[src/rtl/mux_rr_arbiter.sv]
// Round-robin arbiter owning the 4:1 data mux select; bounded bursts,
// valid/ready output. Ports: clk, rst, req[3:0], a..d, gnt, sel, out,
// out_valid, out_ready.
module mux_rr_arbiter #(
  parameter int DW       = 8,
  parameter int MAX_HOLD = 4
) (
  input  logic          clk,
  input  logic          rst,
  input  logic [3:0]    req,
  input  logic [DW-1:0] a,
  input  logic [DW-1:0] b,
  input  logic [DW-1:0] c,
  input  logic [DW-1:0] d,
  output logic [3:0]    gnt,
  output logic [1:0]    sel,
  output logic [DW-1:0] out,
  output logic          out_valid,
  input  logic          out_ready
);

  typedef enum logic {
    IDLE,
    GRANT
  } state_t;

  localparam logic [3:0] LAST_BEAT = 4'(MAX_HOLD - 1);

  state_t     state;
  state_t     state_nx;
  logic [1:0] last;
  logic [3:0] cnt;

  logic [3:0] gnt_nx;
  logic [1:0] sel_nx;
  logic [1:0] last_nx;
  logic [3:0] cnt_nx;

  logic [1:0] pick;
  logic [1:0] scan;
  logic       hit;
  logic       accept;

  // Scan starts just after the last winner and ends on it,
  // so the most recent owner has the lowest priority.
  always_comb begin
    pick = last;
    scan = last;
    hit  = 1'b0;
    for (int i = 1; i <= 4; i++) begin
      scan = last + 2'(i);
      if (!hit && req[scan]) begin
        pick = scan;
        hit  = 1'b1;
      end
    end
  end

  assign out_valid = (state == GRANT) && req[sel];
  assign accept    = out_valid && out_ready;

  always_comb begin
    out = a;
    unique case (sel)
      2'd0: out = a;
      2'd1: out = b;
      2'd2: out = c;
      2'd3: out = d;
      default: out = a;
    endcase
  end

  always_comb begin
    state_nx = state;
    gnt_nx   = gnt;
    sel_nx   = sel;
    last_nx  = last;
    cnt_nx   = cnt;
    unique case (state)
      IDLE: begin
        if (hit) begin
          state_nx = GRANT;
          gnt_nx   = 4'b0001 << pick;
          sel_nx   = pick;
          last_nx  = pick;
          cnt_nx   = 4'd0;
        end
      end
      GRANT: begin
        // A withdrawn request blocks the beat, so the
        // withdrawal check comes first.
        if (!req[sel]) begin
          state_nx = IDLE;
          gnt_nx   = 4'b0000;
          cnt_nx   = 4'd0;
        end else if (accept) begin
          if (cnt == LAST_BEAT) begin
            state_nx = IDLE;
            gnt_nx   = 4'b0000;
            cnt_nx   = 4'd0;
          end else begin
            cnt_nx = cnt + 4'd1;
          end
        end
      end
      default: begin
        state_nx = IDLE;
        gnt_nx   = 4'b0000;
        cnt_nx   = 4'd0;
      end
    endcase
  end

  always_ff @(posedge clk) begin
    if (rst) begin
      state <= IDLE;
      gnt   <= 4'b0000;
      sel   <= 2'd0;
      last  <= 2'd3;
      cnt   <= 4'd0;
    end else begin
      state <= state_nx;
      gnt   <= gnt_nx;
      sel   <= sel_nx;
      last  <= last_nx;
      cnt   <= cnt_nx;
    end
  end

endmodule

[config.mk]
export PLATFORM = sky130hd
export DESIGN_NAME = mux_rr_arbiter
export DESIGN_NICKNAME = d
export VERILOG_FILES = /design/src/rtl/mux_rr_arbiter.sv
export SDC_FILE = /design/constraint.sdc
export NUM_CORES = 1
export LEC_CHECK = 0
export BUFFER_PORTS_ARGS = -buffer_cell sky130_fd_sc_hd__clkbuf_2
export CELL_PAD_IN_SITES_DETAIL_PLACEMENT = 0
export CELL_PAD_IN_SITES_GLOBAL_PLACEMENT = 1
export CORE_MARGIN = 2
export CORE_UTILIZATION = 34
export DETAILED_ROUTE_END_ITERATION = 8
export PLACE_DENSITY = 0.84
export SYNTH_ARGS = -nofsm -noshare
export SYNTH_HDL_FRONTEND = slang
export SYNTH_SLANG_ARGS = --single-unit
export TNS_END_PERCENT = 50
[constraint.sdc]
create_clock -name clk -period 3 [get_ports clk]
set_input_delay 0.6 -clock clk [delete_from_list [all_inputs] [get_ports clk]]
set_output_delay 0.6 -clock clk [all_outputs]
set_load 0.03 [all_outputs]
# Word-level counts from Yosys, hierarchy flattened
# Cells that the tools add are included.
# W data, S select, Z words.
# classes
n_addsub	4
mul	0
div	0
n_lt_le_gt_ge	5
n_eq_ne	7
shifts	1
muxes	34
bitwise_logic	1
reduce_logical	12
# ops
operator	count
$mux W4	8
$pmux W8 S4	1
$pmux W4 S2	2
$lt A2 B3 Y1 const B	5
$mux W1	13
$bmux W1 S2	5
$mux W2	4
$logic_and A1 B1 Y1	5
$add A2 B2 Y2 const B	2
$add A4 B1 Y4 const B	1
$eq A2 B2 Y1 const B	2
$eq A4 B2 Y1 const B	1
$reduce_and A2 Y1	2
$shl A1 B2 Y4 const A	1
$logic_not A1 Y1	3
$ne A3 B2 Y1 const B	1
$ne A3 B3 Y1 const B	1
$reduce_and A3 Y1	1
$add A2 B1 Y2 const B	1
$eq A2 B1 Y1 const B	1
$logic_not A2 Y1	1
$ne A2 B2 Y1 const B	1
$pmux W1 S2	1
$not A1 Y1	1
# word_totals
regBits	13
latchBits	0
ram_bits	0
mem_bits_ro	0
output_inout_bits	15
elab_cells	69
memories	0

# Longest topological paths before layout
# Gate-level depths: netlist (run 1).
# depth
word_depth	16
mapped_depth	5
mapped_depth_nobuf	4

# Worst setup path before layout (run 1)
# No wires, ideal clock.
# synth_timing
path_kind	reg2out
start	reg sel[0]
end	out out[0]
arrival_time_ns	1.478
required_time_ns	2.400
slack_ns	0.922
stages_incl_launch_ff	3
path_cell_list	dfxtp_1 buf_2 mux4_2
# synth_between
elab_chain_len	2
elab_cells_between_ends	5
cone_classes	eq/ne: 3; mux: 1; reduce/logical: 1
# synth_lines
item	line_no	text
start, declared	16	output logic [1:0] sel,
start signal, assigned	124	sel <= sel_nx;
$eq A2 B2 Y1 (tied with other cells)	64	unique case (sel)
$pmux W8 S4 (*)	64	
end, declared	17	output logic [DW-1:0] out,
# Every way passes the cells marked *; elsewhere a longest branch is shown, timed or not.

# Worst setup path after layout (run 1)
# layout_timing
start	reg sel[0]
end	out out[2]
# The elaborated chain is that of the path after synthesis.

==> flow_metrics.py, run 1 <==
metrics = {
    "outcome": {
        "status": "finished, violations left",
        "violations": "DRC",
    },
    "clock_tree": {
        "postCtsSetupBuffers": 0,
        "clockRootBuffer": "clkbuf_4",
        "cts-htree-levels": 1,
        "clk_pin_slew_ns": 0.09,
        "clk_path_buf_depth": 2,
        "clock_sinks": 13,
        "clk-insertion-delay-late_ns": 0.28,
        "hold_buffers": 0,
        "cts_tree": "done",
        "cts_buffers": 3,
        "post_cts_resized": 0,
    },
    "die": {
        "core.rowCount": 19,
        "die-area_sq_um": 3440,
        "io_pins": 54,
        "dieWidth_microns": 58.6,
        "design.core.area_sq_um": 2810,
        "initial_core_util": 0.362,
        "chipHeight_microns": 58.6,
    },
    "grt": {
        "grt_pass1_wl_microns": 4140,
        "antenna_found_initial": 0,
        "grt_max_degree": 14,
        "track_usage": 0.157,
        "grt_pass1_vias": 952,
        "grt.overflow.total": 0,
    },
    "setup_path": {
        "endpoint_kind": "output pin",
        "cp_max_fo": 13,
        "crit_type": "flip-flop to output pin",
        "arrival_ns": 1.81,
        "crit_path_start_kind": "flip-flop",
        "cp_data_required_time_ns": 2.40,
    },
    "power": {
        "switching_share": 0.402,
        "combPwrFrac": 0.427,
        "clkPwrFrac": 0.190,
        "peakVddDrop_uv": 230,
        "internal-power_w": 0.000347,
        "power_density_nw_per_um2": 443,
        "p_sw_w": 0.000233,
        "seq_power_share": 0.383,
        "p_leak_nw": 0.551,
    },
    "route": {
        "dr.pass1.iters": 6,
        "finalWirelength_microns": 2590,
        "vias_per_cell": 5.43,
        "drt_iter0_markers": 52,
        "wl_per_cell_microns": 13.7,
        "ant_nets": 0,
        "via_count": 1026,
        "route.detailed.drc": 10,
    },
    "sta": {
        "worst_hold_slack_ns": 0.476,
        "fmax_mhz": 415,
        "rsz0062_at_grt": "false",
        "skew_ns": 0.00433,
        "period_needed_ns": 2.41,
        "hold_viol": 0,
        "finalSetupTns_ns": 0,
        "setup_ws_ns": 0.588,
        "tightest_slew_ns": 0.668,
        "setup_violations": 0,
        "slew_violations": 0,
        "period_share": 0.804,
        "slew_headroom": 0.551,
    },
    "place": {
        "finalWeightedCongestion": 0.783,
        "port_buffers": 53,
        "place_area_sq_um": 1280,
        "place_inst": 185,
        "place_ws_ns": 0.871,
        "hpwl_microns": 2090,
    },
    "layout": {
        "synthToLayoutAreaGrowth_pct": 29.2,
        "fin_cells": 189,
        "fin_area_sq_um": 1310,
        "nNetsFinal": 199,
        "most-common-layout-cells": "53 x clkbuf_2, 13 x dfxtp_1, 9 x a21oi_1, 8 x mux4_2",
        "layout.cells.most_common": "clkbuf_2",
        "n_antenna_cell": 0,
        "drive_gt1_frac": 0.468,
        "fill_cells": 273,
    },
    "synthesis": {
        "synth.avg_cell_area_sq_um": 9.57,
        "netlist_area_sq_um": 1010,
        "synth_ff_type": "dfxtp_1",
        "synth_warnings": 0,
        "synth_edf_count": 0,
        "yosysUniqueCellTypes": 43,
        "synth_area_leaders": "dfxtp_1 26%, mux4_2 18%, a21oi_1 4.4%",
        "synth_top_area_frac": 0.256,
        "synth_nets": 146,
        "synth.largest_area_cell": "dfxtp_1",
        "ys_seq_area_frac": 0.256,
        "ys_seq_elements": 13,
        "netlist_instances": 106,
        "synth-async-reset-ratio": 0,
    },
    "min_path": {
        "hold_class": "flip-flop to flip-flop",
    },
    "flow_run": {
        "cap_viol_max_count": 0,
    },
}
## synth_stat cells (2+ instances only)
| library cell | count |
|---|---|
| a21oi_1 | 9 |
| buf_6 | 2 |
| clkbuf_1 | 2 |
| dfxtp_1 | 13 |
| inv_1 | 6 |
| mux4_2 | 8 |
| nand2_1 | 4 |
| nand2b_1 | 4 |
| nand3b_1 | 2 |
| nor2_1 | 6 |
| nor2b_1 | 4 |
| nor3_1 | 2 |
| nor3b_1 | 2 |
| o21ai_0 | 5 |
| o21ai_1 | 2 |
| o22ai_1 | 3 |
| o31ai_1 | 4 |
| or3_1 | 2 |
| or4_1 | 2 |
## critical path, stage by stage, from the launching register on
cell	delay (ns)
dfxtp_1	0.74
mux4_2	0.59
clkbuf_2	0.20
## final cells by class
| type | count | area (sq um) | share of cell area |
|---|---|---|---|
| multi-input combinational | 82 | 697 | 0.531 |
| timing repair buffer | 53 | 265 | 0.202 |
| sequential | 13 | 260 | 0.198 |
| tap | 31 | 38.8 | 0.0296 |
| clock buffer | 3 | 22.5 | 0.0172 |
| inverter | 6 | 22.5 | 0.0172 |
| clock inverter | 1 | 5.00 | 0.00382 |
## metal layers
layer / part of all wire / global-route usage / up-vias
li1: - / - / 520
met1: 0.41 / 0.175 / 459
met2: 0.48 / 0.292 / 47
met3: 0.11 / 0.0440 / 0
met4: 0 / 0.0390 / 0
met5: 0 / 0 / -
## sequential cells by signal, summed over array words and instances (netlist names)
| name | flops |
|---|---|
| state | 1 |
| sel | 2 |
| cnt | 4 |
| last | 2 |
| gnt | 4 |
## power groups by stage
| stage | Combinational (W) | Sequential [W] | Clock (W) |
|---|---|---|---|
| 2_1_floorplan | 0.000182 | 0.000223 | 0 |
| 3_3_place_gp | 0.000247 | 0.000225 | 0 |
| 3_5_place_dp | 0.000248 | 0.000227 | 0 |
| 4_1_cts | 0.000249 | 0.000223 | 0.000113 |
| 5_1_grt | 0.000268 | 0.000229 | 0.000126 |
| 6_report | 0.000248 | 0.000223 | 0.000110 |
## cell families (layout without fill, tap and decap cells)
kind of cell               count (synthesis)  after routing  synth area share
muxes                                     10             10             0.210
DFF                                       13             13             0.256
adders and majority gates                  1              1            0.0123
buffers and inverters                     11             63            0.0567
and+or+nand+nor                           37             37             0.223
AOI/OAI and AO/OA                         34             34             0.242
## per-stage QoR
step | power (W) | utilization
after floorplan | 0.000405 | -
after global placement | 0.000473 | 0.458
after detailed placement | 0.000476 | 0.458
after CTS | 0.000586 | 0.467
after global routing | 0.000623 | 0.467
final | 0.000581 | 0.467
## worst paths after layout
check	from	end	slack [ns]	cells past startpoint
worst min-delay path	gnt[1]	gnt[1]	0.48	2
worst min register to register	gnt[1]	gnt[1]	0.48	2
worst max-delay path	sel[0]	out[2]	0.59	2
worst max register to register	sel[1]	gnt[0]	1.11	4
(Power assumes the default switching activity.)
==> run 2: changes to the inputs <==
--- a/config.mk
+++ b/config.mk
@@ -9,9 +9,9 @@
 export CELL_PAD_IN_SITES_DETAIL_PLACEMENT = 0
 export CELL_PAD_IN_SITES_GLOBAL_PLACEMENT = 1
 export CORE_MARGIN = 2
-export CORE_UTILIZATION = 34
+export CORE_UTILIZATION = 28
 export DETAILED_ROUTE_END_ITERATION = 8
-export PLACE_DENSITY = 0.84
+export PLACE_DENSITY = 0.74
 export SYNTH_ARGS = -nofsm -noshare
 export SYNTH_HDL_FRONTEND = slang
 export SYNTH_SLANG_ARGS = --single-unit
==> constraint.sdc (replaced) <==
create_clock -name clk -period 2 [get_ports clk]
set_input_delay 0.4 -clock clk [delete_from_list [all_inputs] [get_ports clk]]
set_output_delay 0.4 -clock clk [all_outputs]
set_load 0.03 [all_outputs]
==> flow_metrics.py, run 2 (synthesis gave the netlist of run 1 again) <==
metrics = {
    "grt": {
        "grt_pass1_vias": 1048,
        "grt_pass1_wl_microns": 4890,
        "grt_max_degree": 14,
        "track_usage": 0.148,
        "grt.overflow.total": 0,
        "antenna_found_initial": 0,
    },
    "setup_path": {
        "cpPeakStageDelay_ns": 0.53,
        "cp_slowest_cell": "mux4_2",
        "path_cells": "mux4_2, clkbuf_2",
        "arrival_ns": 1.47,
        "cp_num_buf_inv": 1,
        "endpoint_kind": "output pin",
        "cp_data_required_time_ns": 1.60,
        "cp_max_fo": 13,
        "crit_type": "flip-flop to output pin",
        "crit_path_start_kind": "flip-flop",
        "crit_family": "multiplexers",
    },
    "power": {
        "combPwrFrac": 0.449,
        "internal-power_w": 0.000538,
        "peakVddDrop_uv": 304,
        "power_density_nw_per_um2": 651,
        "p_sw_w": 0.000353,
        "power_w": 0.000891,
        "seq_power_share": 0.368,
        "clkPwrFrac": 0.182,
        "switching_share": 0.397,
        "p_leak_nw": 0.570,
    },
    "sta": {
        "hold_viol": 0,
        "period_needed_ns": 1.87,
        "setup_ws_ns": 0.132,
        "tightest_slew_ns": 0.459,
        "rsz0062_at_grt": "false",
        "finalSetupTns_ns": 0,
        "period_share": 0.934,
        "skew_ns": 0.00376,
        "setup_violations": 0,
        "slew_violations": 0,
        "fmax_mhz": 535,
        "slew_headroom": 0.686,
    },
    "outcome": {
        "status": "complete, no violations",
    },
    "clock_tree": {
        "clock_sinks": 13,
        "clk_path_buf_depth": 2,
        "cts_buffers": 3,
        "clockRootBuffer": "clkbuf_4",
        "cts-htree-levels": 1,
        "clk-insertion-delay-late_ns": 0.27,
        "clk_pin_slew_ns": 0.08,
        "cts_tree": "done",
        "postCtsSetupBuffers": 0,
    },
    "route": {
        "drt_iter0_markers": 28,
        "via_count": 1085,
        "wl_per_cell_microns": 13.8,
        "finalWirelength_microns": 2880,
        "dr.pass1.iters": 4,
        "ant_nets": 0,
        "route.detailed.drc": 0,
        "vias_per_cell": 5.22,
    },
    "layout": {
        "most-common-layout-cells": "53 x clkbuf_2, 12 x dfxtp_1, 9 x a21oi_1, 8 x mux4_2",
        "drive_gt1_frac": 0.488,
        "fin_cells": 208,
        "synthToLayoutAreaGrowth_pct": 34.9,
        "layout.cells.most_common": "clkbuf_2",
        "top_regs": "cnt x4, gnt x4",
        "n_antenna_cell": 0,
        "nNetsFinal": 203,
    },
    "die": {
        "die-area_sq_um": 4120,
        "initial_core_util": 0.297,
        "design.core.area_sq_um": 3420,
        "io_pins": 54,
        "chipHeight_microns": 64.2,
        "core.rowCount": 21,
        "dieWidth_microns": 64.2,
    },
    "place": {
        "hpwl_microns": 2330,
        "place_inst": 204,
        "place_ws_ns": 0.0590,
        "finalWeightedCongestion": 0.806,
        "port_buffers": 53,
    },
    "min_path": {
        "hold_class": "input port to flip-flop",
    },
    "flow_run": {
        "cap_viol_max_count": 0,
    },
}
[run 2: final timing paths]
path              cells past startpoint  startpoint  endpoint  slack (ns)
setup reg to reg                      4     last[0]    gnt[3]        0.29
hold reg to reg                       2      gnt[1]    gnt[1]        0.47
hold / removal                        3   out_ready    cnt[1]        0.45
setup / recovery                      2      sel[0]    out[1]        0.13
[run 2: metrics by stage]
stage | cell area (sq um) | util | hold WS, ns
floorplan | 1010 | - | 0.466
global placement | 1330 | 0.390 | 0.453
detailed placement | 1330 | 0.390 | 0.455
CTS | 1360 | 0.398 | 0.444
global route | 1370 | 0.401 | 0.460
finish | 1370 | 0.401 | 0.454
[run 2: final cells by class]
class,count,area [sq um]
tap,46,57.6
inverter,6,22.5
timing repair buffer,57,295
fill,358,2050
sequential,13,264
multi-input combinational,82,703
clock buffer,4,26.3
[run 2: power groups by stage]
stage	Combinational, W	Sequential (W)	Clock, W
final	0.000400	0.000328	0.000163
after global routing	0.000432	0.000336	0.000189
after CTS	0.000400	0.000329	0.000164
after detailed placement	0.000398	0.000334	0
after global placement	0.000391	0.000330	0
after floorplan	0.000273	0.000335	0
[run 2: worst reg2reg max path, cell delays in order, from the launching register on]
cell       delay, ns
dfxtp_1         0.40
or3b_1          0.39
a2111oi_0       0.49
a311o_1         0.22
o22ai_1         0.09
[run 2: what timing repair did]
item	4_1_cts	5_1_grt
endpoints found under the setup margin	9	9
hold buffers	0	0
resized for setup	1	2
[run 2: per-layer routing]
| metal | global-route usage | routed length (microns) |
|---|---|---|
| met5 | 0 | 0 |
| met4 | 0.0319 | 14 |
| met3 | 0.0528 | 320 |
| met2 | 0.258 | 1330 |
| met1 | 0.175 | 1210 |
==> run 3: changes to the inputs <==
--- a/config.mk
+++ b/config.mk
@@ -11,7 +11,9 @@
 export CORE_MARGIN = 2
 export CORE_UTILIZATION = 28
 export DETAILED_ROUTE_END_ITERATION = 8
-export PLACE_DENSITY = 0.74
+export GPL_ROUTABILITY_DRIVEN = 0
+export PLACE_DENSITY_LB_ADDON = 0.05
+export SKIP_LAST_GASP = 1
 export SYNTH_ARGS = -nofsm -noshare
 export SYNTH_HDL_FRONTEND = slang
 export SYNTH_SLANG_ARGS = --single-unit
==> flow_metrics.py, run 3 (synthesis gave the netlist of run 1 again) <==
metrics = {
    "clock_tree": {
        "clockRootBuffer": "clkbuf_4",
        "clk_path_buf_depth": 2,
        "clk-insertion-delay-late_ns": 0.29,
        "cts_buffers": 3,
        "cts_tree": "done",
        "hold_buffers": 0,
        "clk_pin_slew_ns": 0.09,
        "cts-htree-levels": 1,
        "clock_sinks": 13,
    },
    "grt": {
        "grt.overflow.total": 0,
        "antenna_found_initial": 0,
        "grt_max_degree": 13,
        "grt_pass1_vias": 1027,
        "track_usage": 0.140,
        "grt_pass1_wl_microns": 4620,
    },
    "setup_path": {
        "path_cells": "buf_4, mux4_2, clkbuf_2",
        "cp_slowest_cell": "mux4_2",
        "crit_type": "flip-flop to output pin",
        "cpPeakStageDelay_ns": 0.50,
        "endpoint_kind": "output pin",
        "cp_data_required_time_ns": 1.60,
        "arrival_ns": 1.48,
        "cp_num_buf_inv": 2,
        "crit_path_start_kind": "flip-flop",
        "cp_max_fo": 6,
        "crit_family": "multiplexers",
    },
    "route": {
        "dr.pass1.iters": 4,
        "wl_per_cell_microns": 12.7,
        "route.detailed.drc": 0,
        "drt_iter0_markers": 32,
        "finalWirelength_microns": 2700,
        "vias_per_cell": 5.10,
        "via_count": 1082,
        "ant_nets": 0,
    },
    "die": {
        "dieWidth_microns": 64.2,
        "design.core.area_sq_um": 3420,
        "io_pins": 54,
        "die-area_sq_um": 4120,
        "initial_core_util": 0.297,
        "chipHeight_microns": 64.2,
        "core.rowCount": 21,
    },
    "sta": {
        "slew_headroom": 0.697,
        "tightest_slew_ns": 0.455,
        "period_needed_ns": 1.88,
        "hold_viol": 0,
        "worst_hold_slack_ns": 0.440,
        "setup_ws_ns": 0.121,
        "period_share": 0.940,
        "skew_ns": 0.00541,
        "rsz0062_at_grt": "false",
        "setup_violations": 0,
        "fmax_mhz": 532,
        "slew_violations": 0,
        "finalSetupTns_ns": 0,
    },
    "power": {
        "power_density_nw_per_um2": 650,
        "peakVddDrop_uv": 401,
        "p_leak_nw": 0.592,
    },
    "layout": {
        "top_regs": "cnt x4, gnt x4",
        "drive_gt1_frac": 0.506,
        "fin_area_sq_um": 1400,
        "nNetsFinal": 207,
        "synthToLayoutAreaGrowth_pct": 37.7,
        "fin_cells": 212,
        "most-common-layout-cells": "53 x clkbuf_2, 12 x dfxtp_1, 9 x a21oi_1, 8 x mux4_2, 8 x buf_4",
        "layout.cells.most_common": "clkbuf_2",
        "n_antenna_cell": 0,
        "fill_cells": 376,
    },
    "place": {
        "place_ws_ns": 0.241,
        "place_inst": 208,
        "place_area_sq_um": 1360,
        "hpwl_microns": 2210,
        "port_buffers": 53,
    },
    "flow_run": {
        "cap_viol_max_count": 0,
    },
    "min_path": {
        "hold_class": "input port to flip-flop",
    },
    "outcome": {
        "status": "complete, no violations",
    },
}
==> run 3: cell types whose count changed in the layout (fill, tap and decap cells not counted), sizes merged <==
| cell | previous run | this run |
|---|---|---|
| buf | 4 | 8 |
| clkbuf | 57 | 56 |
| clkinv | 0 | 1 |
==> run 3: layout make-up <==
type | instances | area [sq um] | share of cell area
Multi-Input combinational cell | 82 | 703 | 0.503
Timing Repair Buffer | 61 | 325 | 0.233
Sequential cell | 13 | 262 | 0.187
Tap cell | 46 | 57.6 | 0.0412
Clock buffer | 3 | 22.5 | 0.0161
Inverter | 6 | 22.5 | 0.0161
Clock inverter | 1 | 5.00 | 0.00358
==> run 3: worst paths after layout <==
path	from	endpoint	cells past startpoint	slack [ns]
setup / recovery	sel[0]	out[4]	3	0.12
hold / removal	rst	sel[1]	2	0.44
setup reg to reg	sel[1]	cnt[3]	4	0.32
hold reg to reg	gnt[1]	gnt[1]	2	0.47
==> run 3: report_power, final <==
part	switching [W]	internal, W
sequential	0.0000293	0.000283
clock	0.0000971	0.0000744
combinational	0.000236	0.000188
total	0.000363	0.000546
==> run 3: repair_timing <==
action	in CTS	in global routing
setup buffers	0	0
resized for setup	1	1
pin swaps	0	0
endpoints found under the setup margin	1	6
hold endpoints to repair	0	0
==> run 3: routing by layer <==
layer  part of all wire  track usage  vias up
met2               0.49        0.245       33
met3              0.074       0.0458        7
met1               0.42        0.163      504
li1                   -            -      538
met4              0.016       0.0399        0
met5                  0            0        -
==> run 3: metrics by stage <==
stage / utilization / total power, W
finish: 0.409 / 0.000908
global route: 0.409 / 0.000970
CTS: 0.409 / 0.000919
detailed placement: 0.399 / 0.000743
global placement: 0.399 / 0.000742
floorplan: - / 0.000608
